--- src/rtl/resta_pkg.sv ---
// Shared types and defaults for the bit-serial subtractor.
package resta_pkg;

  typedef enum logic [1:0] {
    IDLE = 2'd0,
    RUN  = 2'd1,
    DONE = 2'd2
  } resta_state_t;

  localparam int RESTA_N_DEFAULT = 4;

endpackage

--- src/rtl/resta_1bit.sv ---
// Combinational 1-bit full subtractor: d = a - b - bin, bout = borrow.
module resta_1bit (
  input  logic a,
  input  logic b,
  input  logic bin,
  output logic d,
  output logic bout
);

  assign d    = a ^ b ^ bin;
  assign bout = (~a & b) | (~(a ^ b) & bin);

endmodule

--- src/rtl/resta_serial_nbit.sv ---
// Bit-serial unsigned subtractor Diff = A - B, LSB first, start/done handshake.
// Optional Z/N/V flag outputs are enabled by defining RESTA_FLAGS_EN.
module resta_serial_nbit
  import resta_pkg::*;
#(
  parameter int n = RESTA_N_DEFAULT
) (
  input  logic         clk,
  input  logic         rst_n,
  input  logic         start,
  input  logic [n-1:0] A,
  input  logic [n-1:0] B,
  output logic [n-1:0] Diff,
  output logic         Bout,
`ifdef RESTA_FLAGS_EN
  output logic         Z,
  output logic         N,
  output logic         V,
`endif
  output logic         busy,
  output logic         done
);

  localparam int CW = (n > 1) ? $clog2(n) : 1;

  resta_state_t  state_q, state_d;
  logic [n-1:0]  sa_q, sa_d;
  logic [n-1:0]  sb_q, sb_d;
  logic [n-1:0]  ds_q, ds_d;
  logic          br_q, br_d;
  logic [CW-1:0] cnt_q, cnt_d;
  logic [n-1:0]  diff_q, diff_d;
  logic          bout_q, bout_d;
  logic [n-1:0]  d_vec;
  logic [n-1:0]  ds_shift;
  logic          bit_d;
  logic          bit_bout;
  logic          last_bit;
`ifdef RESTA_FLAGS_EN
  logic          a_msb_q, a_msb_d;
  logic          b_msb_q, b_msb_d;
  logic          z_q, z_d;
  logic          n_q, n_d;
  logic          v_q, v_d;
`endif

  resta_1bit u_cell (
    .a    (sa_q[0]),
    .b    (sb_q[0]),
    .bin  (br_q),
    .d    (bit_d),
    .bout (bit_bout)
  );

  assign last_bit = (cnt_q == CW'(n - 1));

  // Next-state, datapath shifting and result load on the final bit.
  always_comb begin
    state_d  = state_q;
    sa_d     = sa_q;
    sb_d     = sb_q;
    ds_d     = ds_q;
    br_d     = br_q;
    cnt_d    = cnt_q;
    diff_d   = diff_q;
    bout_d   = bout_q;
    d_vec    = '0;
    d_vec[n-1] = bit_d;
    // New bit enters at the MSB so after n shifts bit 0 sits at position 0.
    ds_shift = (ds_q >> 1) | d_vec;
`ifdef RESTA_FLAGS_EN
    a_msb_d  = a_msb_q;
    b_msb_d  = b_msb_q;
    z_d      = z_q;
    n_d      = n_q;
    v_d      = v_q;
`endif
    case (state_q)
      IDLE: begin
        if (start) begin
          state_d = RUN;
          sa_d    = A;
          sb_d    = B;
          ds_d    = '0;
          br_d    = 1'b0;
          cnt_d   = '0;
`ifdef RESTA_FLAGS_EN
          a_msb_d = A[n-1];
          b_msb_d = B[n-1];
`endif
        end else begin
          state_d = IDLE;
        end
      end
      RUN: begin
        sa_d  = sa_q >> 1;
        sb_d  = sb_q >> 1;
        ds_d  = ds_shift;
        br_d  = bit_bout;
        cnt_d = cnt_q + CW'(1);
        if (last_bit) begin
          state_d = DONE;
          diff_d  = ds_shift;
          bout_d  = bit_bout;
`ifdef RESTA_FLAGS_EN
          z_d = (ds_shift == '0);
          n_d = ds_shift[n-1];
          v_d = (a_msb_q ^ b_msb_q) & (ds_shift[n-1] ^ a_msb_q);
`endif
        end else begin
          state_d = RUN;
        end
      end
      DONE: begin
        state_d = IDLE;
      end
      default: begin
        state_d = IDLE;
      end
    endcase
  end

  // State, datapath and result registers; reset clears everything.
  always_ff @(posedge clk or negedge rst_n) begin
    if (!rst_n) begin
      state_q <= IDLE;
      sa_q    <= '0;
      sb_q    <= '0;
      ds_q    <= '0;
      br_q    <= 1'b0;
      cnt_q   <= '0;
      diff_q  <= '0;
      bout_q  <= 1'b0;
`ifdef RESTA_FLAGS_EN
      a_msb_q <= 1'b0;
      b_msb_q <= 1'b0;
      z_q     <= 1'b0;
      n_q     <= 1'b0;
      v_q     <= 1'b0;
`endif
    end else begin
      state_q <= state_d;
      sa_q    <= sa_d;
      sb_q    <= sb_d;
      ds_q    <= ds_d;
      br_q    <= br_d;
      cnt_q   <= cnt_d;
      diff_q  <= diff_d;
      bout_q  <= bout_d;
`ifdef RESTA_FLAGS_EN
      a_msb_q <= a_msb_d;
      b_msb_q <= b_msb_d;
      z_q     <= z_d;
      n_q     <= n_d;
      v_q     <= v_d;
`endif
    end
  end

  assign Diff = diff_q;
  assign Bout = bout_q;
  assign busy = (state_q == RUN);
  assign done = (state_q == DONE);
`ifdef RESTA_FLAGS_EN
  assign Z = z_q;
  assign N = n_q;
  assign V = v_q;
`endif

endmodule
--- config.mk ---
export PLATFORM = sky130hd
export DESIGN_NAME = resta_serial_nbit
export DESIGN_NICKNAME = d
export VERILOG_FILES = /design/src/rtl/resta_pkg.sv /design/src/rtl/resta_1bit.sv /design/src/rtl/resta_serial_nbit.sv
export SDC_FILE = /design/constraint.sdc
export NUM_CORES = 1
export LEC_CHECK = 0
export CAP_MARGIN = 40
export CORE_AREA = 2 2 62 47
export DETAILED_ROUTE_END_ITERATION = 10
export DIE_AREA = 0 0 64 49
export DONT_BUFFER_PORTS = 1
export PLACE_DENSITY = 0.5
export SKIP_CTS_REPAIR_TIMING = 1
export SYNTH_ARGS = -nofsm -noshare
export SYNTH_HDL_FRONTEND = slang
export SYNTH_SLANG_ARGS = --single-unit
--- constraint.sdc ---
create_clock -name clk -period 2.6 [get_ports clk]
set_input_delay 0.39 -clock clk [delete_from_list [all_inputs] [get_ports clk]]
set_output_delay 0.39 -clock clk [all_outputs]
set_load 0.02 [all_outputs]
==> results of run 1 <==
[layer usage]
layer | track usage (%) | vias up
met5 | 0 | -
met4 | 3.26 | 0
met3 | 5.08 | 2
met2 | 17.0 | 14
met1 | 21.4 | 292
li1 | - | 274
[state kept, by name, summed over array words and instances (netlist names)]
name,cells
Bout,1
Diff,4
br_q,1
cnt_q,2
ds_q,3
sa_q,4
sb_q,4
state_q,2
[through the flow]
| step | util (%) | worst slack (ns) | instance area, µm² | power, mW |
|---|---|---|---|---|
| after global routing | 39.9 | 0.641 | 1030 | 1.40 |
| after CTS | 38.8 | 0.788 | 1000 | 1.28 |
| after detailed placement | 37.7 | 0.946 | 975 | 1.12 |
| final | 39.9 | 0.792 | 1030 | 1.28 |
| after floorplan | - | 1.25 | 961 | 1.04 |
| after global placement | 37.7 | 0.994 | 975 | 1.11 |
[kinds of logic after synthesis]
logic type / after synthesis / synth area share, %
adders and majority gates: 2 / 3.39
muxes: 6 / 6.77
buffers and inverters: 14 / 6.77
DFF: 21 / 54.7
AOI/OAI and AO/OA: 16 / 13.7
and+or+nand+nor: 15 / 14.7
[synth_stat cells (all sizes together) (2+ instances only)]
cell    number  area [µm²]
nor4b        5        43.8
dfrtp       21         526
buf          5        31.3
a22o         4        35.0
nor3b        4        30.0
a211oi       3        22.5
mux2i        2        20.0
a221oi       2        17.5
inv          9        33.8
mux2         4        45.0
[worst max-delay path, delay by kind of cell, from the launching register on]
family / cells / cell delay (ns)
simple gates: 1 / 0.17
flops: 1 / 0.73
buf+inv: 1 / 0.21
[worst max-delay path by stage]
| stage | start | end |
|---|---|---|
| after global routing | state_q[0] | busy |
| after floorplan | state_q[0] | done |
| final | state_q[0] | busy |
| after detailed placement | state_q[0] | sb_q[1] |
| after global placement | state_q[0] | sb_q[1] |
| after CTS | state_q[0] | busy |
[report_power, final]
part	total, mW	internal, mW	switching (mW)
sequential	0.649	0.475	0.174
combinational	0.472	0.244	0.227
clock	0.159	0.0599	0.0992
total	1.28	0.779	0.500
[cell type report]
cell class	count	area [µm²]	area share, %
timing repair buffer	2	30.0	2.91
clock buffer	4	26.3	2.55
multi-input combinational	39	370	35.9
inverter	9	33.8	3.28
tap	36	45.0	4.37
sequential	21	526	51.0
==> impl_metrics.env, run 1 <==
export IMPL_status="finished clean"
export IMPL_clockBufferDepth=2
export IMPL_rsz0062_at_grt="no"
export IMPL_setup_viol_count_final=0
export IMPL_required_ns=2.21
export IMPL_holdPathEnd="cnt_q[0]"
export IMPL_synth_area_um2=961
export IMPL_synth_edf_count=0
export IMPL_grt_pass1_wl_mm=3.18
export IMPL_mostFrequentLayoutCells="dfrtp_1, inv_1, nor4b_1"
export IMPL_cp_start_kind="flop"
export IMPL_maxCapViolCount=0
export IMPL_hold_path_class="in2reg"
export IMPL_grt_pass1_vias=611
export IMPL_dieArea_um2=3140
export IMPL_synthCells=74
export IMPL_slew_limit_headroom_pct=46.1
export IMPL_r2r_slack_ns=0.91
export IMPL_diodes=0
export IMPL_dr_pass1_iters=4
export IMPL_synth_ff_type="dfrtp_1"
export IMPL_grt_max_degree=22
export IMPL_critPathMaxFanout=18
export IMPL_die_width_um=64
export IMPL_mostFrequentLayoutCell="dfrtp_1"
export IMPL_crit_reg2reg_launch="state_q[0]"
export IMPL_drc_errors=0
export IMPL_pin_count=18
export IMPL_ys_ff_latch=21
export IMPL_cts_num_sinks=21
export IMPL_num_rows=16
export IMPL_stdcell_count=111
export IMPL_gp_congestion=0.742
export IMPL_portBuffers=0
export IMPL_crit_chain="nand2b_2, inv_2"
export IMPL_ys_types=27
export IMPL_whs_ns=0.309
export IMPL_grt_overflow_total=0
export IMPL_core_um2=2580
export IMPL_dp_cells=105
export IMPL_met1_length_um=905
export IMPL_gr_usage_all_layers_pct=13.6
export IMPL_fin_crit_ns=1.81
export IMPL_post_drt_wl_per_cell_um=15.8
export IMPL_clk_pin_slew_worst_paths_ns=0.11
export IMPL_slew_viol_final=0
export IMPL_worstReg2RegEnd="sb_q[1]"
export IMPL_tritoncts="yes"
export IMPL_numCtsBuffers=3
export IMPL_drive_above_1_share_pct=18.7
export IMPL_met3_length_um=96
export IMPL_fmax_mhz=553
export IMPL_tightest_slew_ns=0.807
export IMPL_ant_nets=0
export IMPL_fin_worst_skew_ns=0.00193
export IMPL_met2WireLength_um=731
export IMPL_crit_path_end_kind="output pin"
export IMPL_slowest_delay_ns=0.73
export IMPL_p_leak_nw=0.478
export IMPL_holdCritStartpoint="start"
export IMPL_hold_violations=0
export IMPL_routed_wirelength_mm=1.75
export IMPL_area_growth_pct=7.29
export IMPL_dieHeight_um=49
export IMPL_syn_nets=87
export IMPL_ys_warn_count=0
export IMPL_grt_antenna_before_repair=0
export IMPL_ys_async_sr_fraction_pct=100
export IMPL_dr_max_layer_used="met4"
export IMPL_root_buffer="clkbuf_4"
export IMPL_dp_hpwl_mm=1.19
export IMPL_worstSetupPathType="reg2out"
export IMPL_r2r_cells=2
export IMPL_clk_latency_ns=0.31
export IMPL_avgViaCountPerCell=5.24
export IMPL_yosysSeqAreaShare_pct=54.7
export IMPL_arrival_ns=1.42
export IMPL_fin_setup_tns_ns=0
export IMPL_fin_nets=89
export IMPL_finalCritPeriodShare_pct=69.5
export IMPL_powerDensity_nw_per_um2=1240
export IMPL_start_util_pct=37.2
export IMPL_ir_drop_v=0.000682
export IMPL_htreeDepth=1
export IMPL_synth_avg_cell_area_um2=13.0
export IMPL_whs_path_depth=2
export IMPL_vias=582
export IMPL_slowest_stage="dfrtp_1"
export IMPL_drt_iter0_drc=12
export IMPL_nFillCells=244
(Power assumes the default switching activity.)
==> run 2: changes to the inputs <==
- clock period: 2.6 -> 1.73 ns (I/O delays scaled with it)
==> run 2 against run 1 <==
Worst hold slack got worse by 0.11 ns; cell count unchanged; critical path type unchanged; critical path depth unchanged; combinational power increased by 57%; die area unchanged; routed wire length decreased by 4.2%; count of clock-buffer cells in the layout unchanged; global-route usage decreased by 1.6 points.
==> impl_metrics.env, run 2 (synthesis gave the netlist of run 1 again) <==
export IMPL_status="finished clean"
export IMPL_finalCritPeriodShare_pct=93.3
export IMPL_die_width_um=64
export IMPL_stdcell_count=111
export IMPL_ant_nets=0
export IMPL_numCtsBuffers=3
export IMPL_diodes=0
export IMPL_cp_start_kind="flop"
export IMPL_maxCapViolCount=0
export IMPL_tightest_slew_ns=0.936
export IMPL_fin_setup_tns_ns=0
export IMPL_avgViaCountPerCell=5.17
export IMPL_dp_cells=106
export IMPL_arrival_ns=1.36
export IMPL_routed_wirelength_mm=1.68
export IMPL_clk_latency_ns=0.30
export IMPL_fin_total_pwr_mw=1.92
export IMPL_slew_limit_headroom_pct=37.4
export IMPL_gr_usage_all_layers_pct=12.0
export IMPL_place_area_um2=982
export IMPL_fin_nets=89
export IMPL_htreeDepth=1
export IMPL_grt_pass1_vias=603
export IMPL_vias=574
export IMPL_dr_pass1_iters=4
export IMPL_root_buffer="clkbuf_4"
export IMPL_clockBufferDepth=2
export IMPL_core_um2=2580
export IMPL_setup_viol_count_final=0
export IMPL_area_growth_pct=6.12
export IMPL_pin_count=18
export IMPL_pre_cts_ws_ns=0.212
export IMPL_crit_path_end_kind="output pin"
export IMPL_dp_hpwl_mm=1.15
export IMPL_p_leak_nw=0.472
export IMPL_fin_crit_ns=1.61
export IMPL_mostFrequentLayoutCells="dfrtp_1, inv_1, nor4b_1"
export IMPL_num_rows=16
export IMPL_dieArea_um2=3140
export IMPL_finalWorstSetupSlack_ns=0.115
export IMPL_whs_ns=0.203
export IMPL_drc_errors=0
export IMPL_drive_above_1_share_pct=20.0
export IMPL_worstSetupPathType="reg2out"
export IMPL_drt_iter0_drc=23
export IMPL_dieHeight_um=49
export IMPL_required_ns=1.47
export IMPL_design_area_um2=1020
export IMPL_final_util_pct=39.5
export IMPL_cts_num_sinks=21
export IMPL_mostFrequentLayoutCell="dfrtp_1"
export IMPL_slew_viol_final=0
export IMPL_rsz0062_at_grt="no"
export IMPL_powerDensity_nw_per_um2=1880
export IMPL_tritoncts="yes"
export IMPL_ir_drop_v=0.000759
export IMPL_grt_max_degree=22
export IMPL_gp_congestion=0.735
export IMPL_grt_antenna_before_repair=0
export IMPL_portBuffers=0
export IMPL_critPathMaxFanout=12
export IMPL_clk_pin_slew_worst_paths_ns=0.11
export IMPL_grt_overflow_total=0
export IMPL_hold_path_class="in2reg"
export IMPL_hold_violations=0
export IMPL_grt_pass1_wl_mm=2.82
export IMPL_post_drt_wl_per_cell_um=15.1
export IMPL_start_util_pct=37.2
export IMPL_fin_worst_skew_ns=0.00516
export IMPL_fmax_mhz=619
run 2: cell types whose count changed in the layout (fill, tap and decap cells not counted):
| cell | delta |
|---|---|
| dfrtp_2 | +1 |
| buf_4 | +1 |
| dfrtp_1 | -1 |
| buf_12 | -1 |
run 2: worst paths after layout:
kind                            startpoint         end  slack [ns]  depth (start not counted)
min in group asynchronous            rst_n     Diff[1]        0.54                          1
worst max-delay path            state_q[0]        done        0.12                          2
worst min register to register    cnt_q[0]    cnt_q[0]        0.49                          1
max in group asynchronous            rst_n  state_q[1]        0.56                          1
worst min-delay path                 start    cnt_q[0]        0.20                          2
worst max register to register  state_q[0]     sb_q[1]        0.23                          2
run 2: report_power, final:
part	switching [mW]	total, mW	internal (mW)	leakage [nW]
combinational	0.364	0.742	0.378	0.198
clock	0.139	0.229	0.0897	0.0150
sequential	0.232	0.948	0.716	0.259
total	0.735	1.92	1.18	0.472
run 2: worst max-delay path, cell delays in order, from the launching register on:
cell and delay [ns]:
dfrtp_1 0.49, buf_4 0.22, nor2b_1 0.35
run 2: layout make-up:
| cell class | count | area (µm²) |
|---|---|---|
| clock buffer | 4 | 26.3 |
| fill | 252 | 1560 |
| inverter | 9 | 33.8 |
| multi-input combinational | 39 | 370 |
| sequential | 21 | 527 |
| tap | 36 | 45.0 |
| timing repair buffer | 2 | 17.5 |
run 2: per-layer routing:
layer  wire [µm]  vias to the layer above  global-route usage [%]
li1            -                      271                       -
met1         863                      291                    17.1
met2         713                       10                    17.0
met3          84                        2                    5.08
met4          15                        0                    2.17
met5           0                        -                       0
==> run 3: changes to the inputs <==
- clock period: 1.73 -> 1.5 ns (I/O delays scaled with it)
==> run 3 against run 2 <==
First-iteration DRC count grew 65%; sequential cell count unchanged; routed wire length rose by 8.8%; die area is the same; clock power up 20%; combinational power up 37%; largest power group unchanged; worst setup slack lost 0.051 ns; via count grew 4.0%; total power is 23% higher; sequential share of layout area fell by 3.5 points; critical path depth rose by 1; largest cell class unchanged.
==> impl_metrics.env, run 3 (synthesis gave the netlist of run 1 again) <==
export IMPL_worstReg2RegEnd="Diff[3]"
export IMPL_die_width_um=64
export IMPL_arrival_ns=1.21
export IMPL_holdCritStartpoint="start"
export IMPL_finalWorstSetupSlack_ns=0.0637
export IMPL_diodes=0
export IMPL_numCtsBuffers=3
export IMPL_dp_cells=112
export IMPL_clk_latency_ns=0.30
export IMPL_area_growth_pct=14.2
export IMPL_num_rows=16
export IMPL_dieHeight_um=49
export IMPL_hold_violations=0
export IMPL_ant_nets=0
export IMPL_rsz0062_at_grt="no"
export IMPL_clockBufferDepth=2
export IMPL_portBuffers=0
export IMPL_fin_worst_skew_ns=0.00135
export IMPL_gp_congestion=0.754
export IMPL_slew_limit_headroom_pct=79.7
export IMPL_status="finished clean"
export IMPL_crit_path_end_kind="output pin"
export IMPL_cts_num_sinks=21
export IMPL_start_util_pct=37.2
export IMPL_fin_crit_ns=1.44
export IMPL_required_ns=1.27
export IMPL_worstSetupPathType="reg2out"
export IMPL_gr_usage_all_layers_pct=12.6
export IMPL_slew_viol_final=0
export IMPL_routed_wirelength_mm=1.82
export IMPL_mostFrequentLayoutCells="dfrtp_1, inv_1, buf_4"
export IMPL_clk_pin_slew_worst_paths_ns=0.12
export IMPL_r2r_cells=2
export IMPL_dieArea_um2=3140
export IMPL_drc_errors=0
export IMPL_pre_cts_ws_ns=0.209
export IMPL_stdcell_count=119
export IMPL_mostFrequentLayoutCell="dfrtp_1"
export IMPL_maxCapViolCount=0
export IMPL_place_area_um2=1030
export IMPL_r2r_slack_ns=0.19
export IMPL_tightest_slew_ns=0.300
export IMPL_dr_pass1_iters=4
export IMPL_p_leak_nw=0.519
export IMPL_critPathMaxFanout=10
export IMPL_fmax_mhz=696
export IMPL_htreeDepth=1
export IMPL_avgViaCountPerCell=5.02
export IMPL_setup_viol_count_final=0
export IMPL_dp_hpwl_mm=1.27
export IMPL_grt_antenna_before_repair=0
export IMPL_fin_nets=97
export IMPL_hold_path_class="in2reg"
export IMPL_powerDensity_nw_per_um2=2160
export IMPL_grt_overflow_total=0
export IMPL_whs_path_depth=2
export IMPL_pin_count=18
export IMPL_finalCritPeriodShare_pct=95.8
export IMPL_vias=597
export IMPL_tritoncts="yes"
export IMPL_drive_above_1_share_pct=30.1
export IMPL_ir_drop_v=0.000978
export IMPL_post_drt_wl_per_cell_um=15.3
export IMPL_crit_reg2reg_launch="sa_q[0]"
export IMPL_holdPathEnd="cnt_q[0]"
export IMPL_cp_start_kind="flop"
export IMPL_design_area_um2=1100
export IMPL_grt_max_degree=22
export IMPL_drt_iter0_drc=38
export IMPL_root_buffer="clkbuf_4"
export IMPL_grt_pass1_vias=618
export IMPL_grt_pass1_wl_mm=3.01
export IMPL_core_um2=2580
run 3: through the flow:
step	TNS [ns]	hold WS (ns)	utilization, %	power [mW]
after floorplan	0	-0.0706	-	1.81
after global placement	0	-0.0700	39.8	2.03
after detailed placement	0	-0.0701	39.8	2.06
after CTS	-0.0306	-0.418	40.8	2.34
after global routing	0	0.149	42.5	2.57
final	0	0.157	42.5	2.37
run 3: cell type report:
type	count	area, µm²
Sequential cell	21	528
Multi-Input combinational cell	39	370
Timing Repair Buffer	10	90.1
Fill cell	246	1490
Inverter	9	36.3
Clock buffer	3	22.5
Clock inverter	1	5.00
Tap cell	36	45.0
run 3: metal layers:
layer | routed length (µm) | vias to the layer above | GRT usage [%] | part of all wire, %
li1 | - | 289 | - | -
met1 | 947 | 297 | 17.3 | 52
met2 | 779 | 9 | 18.8 | 43
met3 | 82 | 2 | 5.31 | 4.5
met4 | 15 | 0 | 2.17 | 0.82
met5 | 0 | - | 0 | 0
run 3: power by group:
group	internal [mW]	switching (mW)
Sequential	0.829	0.243
Combinational	0.534	0.488
Clock	0.0994	0.174
run 3: worst max-delay path: stages (launching register included):
cell	delay (ns)
dfrtp_2	0.45
buf_4	0.17
nor2b_1	0.13
buf_4	0.15
run 3: worst max path at each step:
| stage | startpoint | endpoint | slack, ns |
|---|---|---|---|
| after floorplan | sa_q[0] | Diff[3] | 0.28 |
| after global placement | sa_q[0] | Diff[3] | 0.21 |
| after detailed placement | sb_q[0] | Diff[3] | 0.21 |
| after CTS | state_q[1] | done | -0.02 |
| after global routing | state_q[1] | done | 0.01 |
| final | state_q[1] | done | 0.06 |
